## src/rtl/rggen_address_decoder_pipelined.sv

```systemverilog
// rtl/rggen_address_decoder_pipelined.sv - registered multi-window address decoder with valid/ready output stage
// Optional sticky miss capture: RGGEN_ADDRESS_DECODER_STICKY_ERROR_EN
module rggen_address_decoder_pipelined #(
   parameter int                       WIDTH           = 8,
   parameter int                       BUS_WIDTH       = 32,
   parameter int                       WINDOWS         = 2,
   parameter logic [WINDOWS*WIDTH-1:0] START_ADDRESSES = {WINDOWS*WIDTH{1'b0}},
   parameter logic [WINDOWS*32-1:0]    BYTE_SIZES      = {WINDOWS{32'd4}},
   parameter logic [WINDOWS-1:0]       READABLE        = {WINDOWS{1'b1}},
   parameter logic [WINDOWS-1:0]       WRITABLE        = {WINDOWS{1'b1}}
) (
   input  logic               i_clk,
   input  logic               i_rst_n,
   input  logic               i_valid,
   output logic               o_ready,
   input  logic [WIDTH-1:0]   i_address,
   input  logic [1:0]         i_access,
   input  logic [WINDOWS-1:0] i_additional_match,
`ifdef RGGEN_ADDRESS_DECODER_STICKY_ERROR_EN
   input  logic               i_clear,
   output logic               o_sticky_miss,
   output logic [WIDTH-1:0]   o_miss_address,
`endif
   output logic               o_valid,
   input  logic               i_ready,
   output logic [WINDOWS-1:0] o_select,
   output logic               o_miss,
   output logic               o_access_error
);

   localparam int LSB = $clog2(BUS_WIDTH) - 3;
   localparam int AW  = WIDTH - LSB;

   logic [AW-1:0]      w_index;
   logic [WINDOWS-1:0] w_addr_hit;
   logic [WINDOWS-1:0] w_perm_ok;
   logic [WINDOWS-1:0] w_full_hit;
   logic [WINDOWS-1:0] w_select;
   logic               w_miss;
   logic               w_access_error;
   logic               w_accept;
   logic               w_unused_access;

   logic               r_valid;
   logic [WINDOWS-1:0] r_select;
   logic               r_miss;
   logic               r_access_error;

   assign w_index         = i_address[WIDTH-1:LSB];
   assign w_unused_access = i_access[1];

   for (genvar k = 0; k < WINDOWS; k++) begin : g_window
      localparam logic [WIDTH-1:0] START    = START_ADDRESSES[k*WIDTH +: WIDTH];
      localparam logic [31:0]      SIZE     = BYTE_SIZES[k*32 +: 32];
      localparam logic [WIDTH-1:0] END_ADDR = WIDTH'(START + SIZE - 32'd1);
      localparam logic [AW-1:0]    BEGIN_IX = START[WIDTH-1:LSB];
      localparam logic [AW-1:0]    END_IX   = END_ADDR[WIDTH-1:LSB];

      // Drop bound compares that are always true so no constant comparator is built.
      if (BEGIN_IX == '0 && END_IX == '1) begin : g_all
         assign w_addr_hit[k] = 1'b1;
      end else if (BEGIN_IX == '0) begin : g_upper
         assign w_addr_hit[k] = (w_index <= END_IX);
      end else if (END_IX == '1) begin : g_lower
         assign w_addr_hit[k] = (w_index >= BEGIN_IX);
      end else begin : g_both
         assign w_addr_hit[k] = (w_index >= BEGIN_IX) && (w_index <= END_IX);
      end

      assign w_perm_ok[k] = (READABLE[k] && WRITABLE[k]) ||
                            (READABLE[k] && !i_access[0]) ||
                            (WRITABLE[k] &&  i_access[0]);
   end

   assign w_full_hit     = w_addr_hit & w_perm_ok & i_additional_match;
   // Isolate the lowest set bit: lowest-index window wins on overlap.
   assign w_select       = w_full_hit & (~w_full_hit + WINDOWS'(1));
   assign w_miss         = ~|w_full_hit;
   assign w_access_error = w_miss && |(w_addr_hit & i_additional_match & ~w_perm_ok);

   assign o_ready  = !r_valid || i_ready;
   assign w_accept = i_valid && o_ready;

   always_ff @(posedge i_clk or negedge i_rst_n) begin
      if (!i_rst_n) begin
         r_valid        <= 1'b0;
         r_select       <= '0;
         r_miss         <= 1'b0;
         r_access_error <= 1'b0;
      end else begin
         r_valid <= w_accept || (r_valid && !i_ready);
         if (w_accept) begin
            r_select       <= w_select;
            r_miss         <= w_miss;
            r_access_error <= w_access_error;
         end
      end
   end

   assign o_valid        = r_valid;
   assign o_select       = r_select;
   assign o_miss         = r_miss;
   assign o_access_error = r_access_error;

`ifdef RGGEN_ADDRESS_DECODER_STICKY_ERROR_EN
   logic             r_sticky_miss;
   logic [WIDTH-1:0] r_miss_address;

   always_ff @(posedge i_clk or negedge i_rst_n) begin
      if (!i_rst_n) begin
         r_sticky_miss  <= 1'b0;
         r_miss_address <= '0;
      end else if (i_clear) begin
         r_sticky_miss  <= 1'b0;
         r_miss_address <= '0;
      end else if (w_accept && w_miss && !r_sticky_miss) begin
         r_sticky_miss  <= 1'b1;
         r_miss_address <= i_address;
      end
   end

   assign o_sticky_miss  = r_sticky_miss;
   assign o_miss_address = r_miss_address;
`endif

endmodule

```

## config.mk

```make
export PLATFORM = sky130hd
export DESIGN_NAME = rggen_address_decoder_pipelined
export DESIGN_NICKNAME = d
export VERILOG_FILES = /design/src/rtl/rggen_address_decoder_pipelined.sv
export SDC_FILE = /design/constraint.sdc
export NUM_CORES = 1
export LEC_CHECK = 0
export ABC_AREA = 1
export BUFFER_PORTS_ARGS = -buffer_cell sky130_fd_sc_hd__buf_4
export CAP_MARGIN = 20
export CORE_AREA = 2 2 39 41
export DETAILED_ROUTE_END_ITERATION = 6
export DIE_AREA = 0 0 41 43
export GPL_ROUTABILITY_DRIVEN = 0
export MAX_ROUTING_LAYER = met4
export PLACE_DENSITY = 0.45
export SLEW_MARGIN = 5
export SYNTH_ARGS = -nofsm -noshare
export SYNTH_HDL_FRONTEND = slang
export SYNTH_SLANG_ARGS = --single-unit
```

## constraint.sdc

```tcl
create_clock -name i_clk -period 1.01 [get_ports i_clk]
set_input_delay 0.0505 -clock i_clk [delete_from_list [all_inputs] [get_ports i_clk]]
set_output_delay 0.0505 -clock i_clk [all_outputs]
set_load 0.005 [all_outputs]
```

# ---- After elaboration in Yosys (flattened, before gate mapping)
# Index checks and enable logic that the tools add are counted.
dict set report word_totals {
  ff_bits 4
  latchBits 0
  mem_bits_rw 0
  mem_bits_ro 0
  out_inout_bits 6
  elab_cells 16
  mem_count 0
}
dict set report op_classes {
  add_sub_neg 1
  mul 0
  n_div 0
  order_cmp 1
  eq_ne 0
  shifts 0
  mux 0
  bitwise 3
  n_reduce_logical 8
}
# cell count
set ops {}
lappend ops {{<= comparator 6 x 1 -> 1 bit (second input constant)} 1}
lappend ops {{bitwise AND 2 bit} 2}
lappend ops {{logical NOT 1 bit} 3}
lappend ops {{adder 2 x 1 -> 2 bit (second input constant)} 1}
lappend ops {{logical AND 1 bit} 2}
lappend ops {{logical OR 1 bit} 2}
lappend ops {{NOT 2 bit} 1}
lappend ops {{OR reduction 2 bit} 1}

# ---- Depth between registers and ports, before layout
dict set report logic_depth {
  ltp_word 5
  mapped_depth 7
  mapped_depth_nobuf 7
}

# ---- Worst setup path before layout
# Ideal clock, no wire load.
dict set report synth_path {
  path_type {register to register}
  from {register r_valid, in the netlist o_valid}
  to {register r_select[1], in the netlist o_select[1]}
  setup_time_ns 0.113
  arrival_ns 0.739
  setup_slack_ns 0.158
  stages_incl_launch_ff 7
  n_path_buf 0
  period_less_slack_ns 0.852
  path_cell_list {dfrtp_1 -> nand2_2 -> nand2_4 -> nand2_1 -> o21ai_1 -> nand2_1 -> inv_1}
}
dict set report synth_between {
  elab_chain_len 3
}
# item line
set synth_lines {}
lappend synth_lines {{start: declaration} 44} ;# logic r_valid;
lappend synth_lines {{start signal: assignment} 91} ;# r_valid <= w_accept || (r_valid && !i_ready);
lappend synth_lines {{logical NOT 1 bit} 81} ;# assign o_ready = !r_valid || i_ready;
lappend synth_lines {{logical OR 1 bit} 81}
lappend synth_lines {{net o_ready} 15} ;# output logic o_ready,
lappend synth_lines {{logical AND 1 bit} 82} ;# assign w_accept = i_valid && o_ready;
lappend synth_lines {{end signal: assignment} 93} ;# r_select <= w_select;
lappend synth_lines {{end: declaration} 45} ;# logic [WINDOWS-1:0] r_select;
# The timed path passes the listed nets, and every way through them passes these cells.
# A chain may end at the register's enable or synchronous reset.

# ---- Worst setup path after layout
dict set report layout_path {
  from {register r_valid, in the netlist o_valid}
  to {register r_select[1], in the netlist o_select[1]}
}
dict set report layout_between {
  elab_chain_len 3
}
# item line
set layout_lines {}
lappend layout_lines {{logical NOT 1 bit} 81}
lappend layout_lines {{logical OR 1 bit} 81}
lappend layout_lines {{logical AND 1 bit} 82}
# Every way passes these cells.

==> results.toml <==
[synth]
ys_ff_latch = 4
yosysUniqueCellTypes = 13
yosys.area.top_type = "dfrtp_1"
synth_area_leaders = "dfrtp_1, nand2_1, inv_1, nand2_4, nor2_1"
synth_nets = 47
ys_warn_count = 0
syn_area_um2 = 224
ys_seq_area_share_pct = 44.7
synth_top_area_share_pct = 44.7
netlist_instances = 31
syn_avg_cell_area_um2 = 7.22

[worst_setup_path]
critPathTopFamily = "flip-flops"
r2r_start = "o_valid$_DFF_PN0_"
crit_required_ns = 1.13
path_buf_inv = 1
start_kind = "register"
critPathSlowestCell = "dfrtp_1"
r2r-end = "o_select[1]$_DFFE_PN0P_"
endpoint_kind = "register"
cp_cell_sequence = "nand2_2 > nand2_4 > nand2_1 > o21ai_1 > nand2_1 > inv_1"
crit_fanout = 5
worst-setup-path-type = "reg2reg"
crit_arrival_ns = 1.00
r2r_slack_ns = 0.13
crit_path_max_incr_delay_ns = 0.38
reg2reg_depth = 6
crit_top_cell = "nand2_1"

[cts]
insertion_delay_ns = 0.23
clockRootBuffer = "clkbuf_4"
ctsLongestPathBuffers = 2
postCtsResizedCells = 0
cts_tree = "built"
cts_sinks = 4
cts_max_level = 1
clk_pin_slew_worst_paths_ns = 0.04
hold_buffers = 1
cts_setup_buffers = 0
numCtsBuffers = 3

[detailed_routing]
vias = 239
ant_nets = 0
drc = 0
vias_per_cell = 3.62
drt_pass1_iterations = 4
wl_per_cell_um = 7.38
drt_iter0_drc = 10
routed_wl_um = 487

[global_routing]
track_usage_pct = 7.53
antenna_found_initial = 0
grt_start_max_net_pins = 6
grt_pass1_wl_um = 828
grt_pass1_vias = 252
overflow = 0

[floorplan]
dieHeight_um = 43
io_pins = 22
rows = 14
core_area_mm2 = 0.00138
start_util_pct = 16.2
die_w_um = 41
die_area_mm2 = 0.00176

[timing]
finalCritPeriodShare_pct = 87.3
fin_skew_ns = 0.00241
period_needed_ns = 0.882
setup_viol = 0
drv_slew = 0
fmaxAchievable_mhz = 1130
rsz0062_at_grt = "false"
finalHoldViolations = 0
tns_ns = 0

[hold_path]
holdPathEnd = "o_valid$_DFF_PN0_"
min_path_cells = 3
hp-start = "i_valid"
hold_path.class = "in2reg"

[place]
io_buffers = 16
place_hpwl_um = 418
dpl_cell_area_um2 = 357
dp.cells = 62

[cells_and_area]
final_cells = 66
area_growth_pct = 73.7
finish.net_count = 68
utilization_pct = 28.1
multi_input_area_um2 = 97.6
final_cell_mix = "buf_4, nand2_1, dfrtp_1"
final_common_cell = "buf_4"
fin_area_um2 = 389
diodes = 0
final_layout_size_suffix_gt1_share_pct = 48.0
fill_cells = 159
regArea_um2 = 100

[pwr]
p_leak_nw = 0.219
p_per_area_mw_per_mm2 = 1210
peakVddDrop_mv = 0.714

[status]
status = "finished, final reports clean"

[flow_run]
drv_cap = 0
## how the worst max path moves through the flow
stage	start	to	slack (ns)	cells past startpoint
global placement	o_valid$_DFF_PN0_	o_select[1]$_DFFE_PN0P_	0.15	6
global route	o_valid$_DFF_PN0_	o_select[1]$_DFFE_PN0P_	0.05	6
floorplan	o_valid$_DFF_PN0_	o_select[1]$_DFFE_PN0P_	0.16	6
detailed placement	o_valid$_DFF_PN0_	o_select[1]$_DFFE_PN0P_	0.14	6
CTS	o_valid$_DFF_PN0_	o_ready	0.12	2
finish	o_valid$_DFF_PN0_	o_select[1]$_DFFE_PN0P_	0.13	6
## where the power goes
part           leakage, nW  switching [mW]  internal, mW
clock network       0.0138          0.0588         0.132
logic                0.156          0.0421        0.0593
registers           0.0491         0.00597         0.173
## state kept, by name, indices dropped and copies added (netlist names)
register	count
o_miss	1
o_select	2
o_valid	1
## Yosys cell counts
master   count
nand2_1     10
dfrtp_1      4
inv_1        3
nor2_1       3
inv_2        2
o21ai_1      2
buf_4        1
conb_1       1
nand2_2      1
nand2_4      1
nand3_1      1
nand4_1      1
nor2_2       1
## per-layer routing
layer  part of all wire (%)  track usage [%]  up-vias
met5                      0                -        -
met4                      0             4.00        0
met3                    8.4             6.28        0
met2                     48             11.3        7
met1                     44             6.17      103
li1                       -                -      129
## layout make-up
type	count	area share (%)
Clock buffer	3	5.79
Inverter	5	4.82
Multi-Input combinational cell	21	25.1
Sequential cell	4	25.7
Tap cell	16	5.14
Timing Repair Buffer	17	33.4
## logic make-up (layout without fill, tap and decap cells)
| group | Yosys count | count (layout) | synth area share [%] |
|---|---|---|---|
| simple gates | 18 | 18 | 37.4 |
| buf+inv | 6 | 25 | 11.7 |
| flops | 4 | 4 | 44.7 |
| compound gates | 2 | 2 | 4.47 |
| other cells | 1 | 1 | 1.67 |
## through the flow
stage	setup WS, ns	hold slack (ns)	power, mW
floorplan	0.158	-0.245	0.218
global placement	0.149	-0.149	0.279
detailed placement	0.139	-0.149	0.281
CTS	0.118	0.0337	0.483
global route	0.0514	0.0234	0.513
finish	0.128	0.0383	0.471
## worst register-to-register path: stages (launching register included)
cell	delay (ns)
dfrtp_1	0.38
nand2_2	0.11
nand2_4	0.07
nand2_1	0.06
o21ai_1	0.06
nand2_1	0.07
inv_1	0.03
Note: power is estimated with default switching activity, not from simulation.
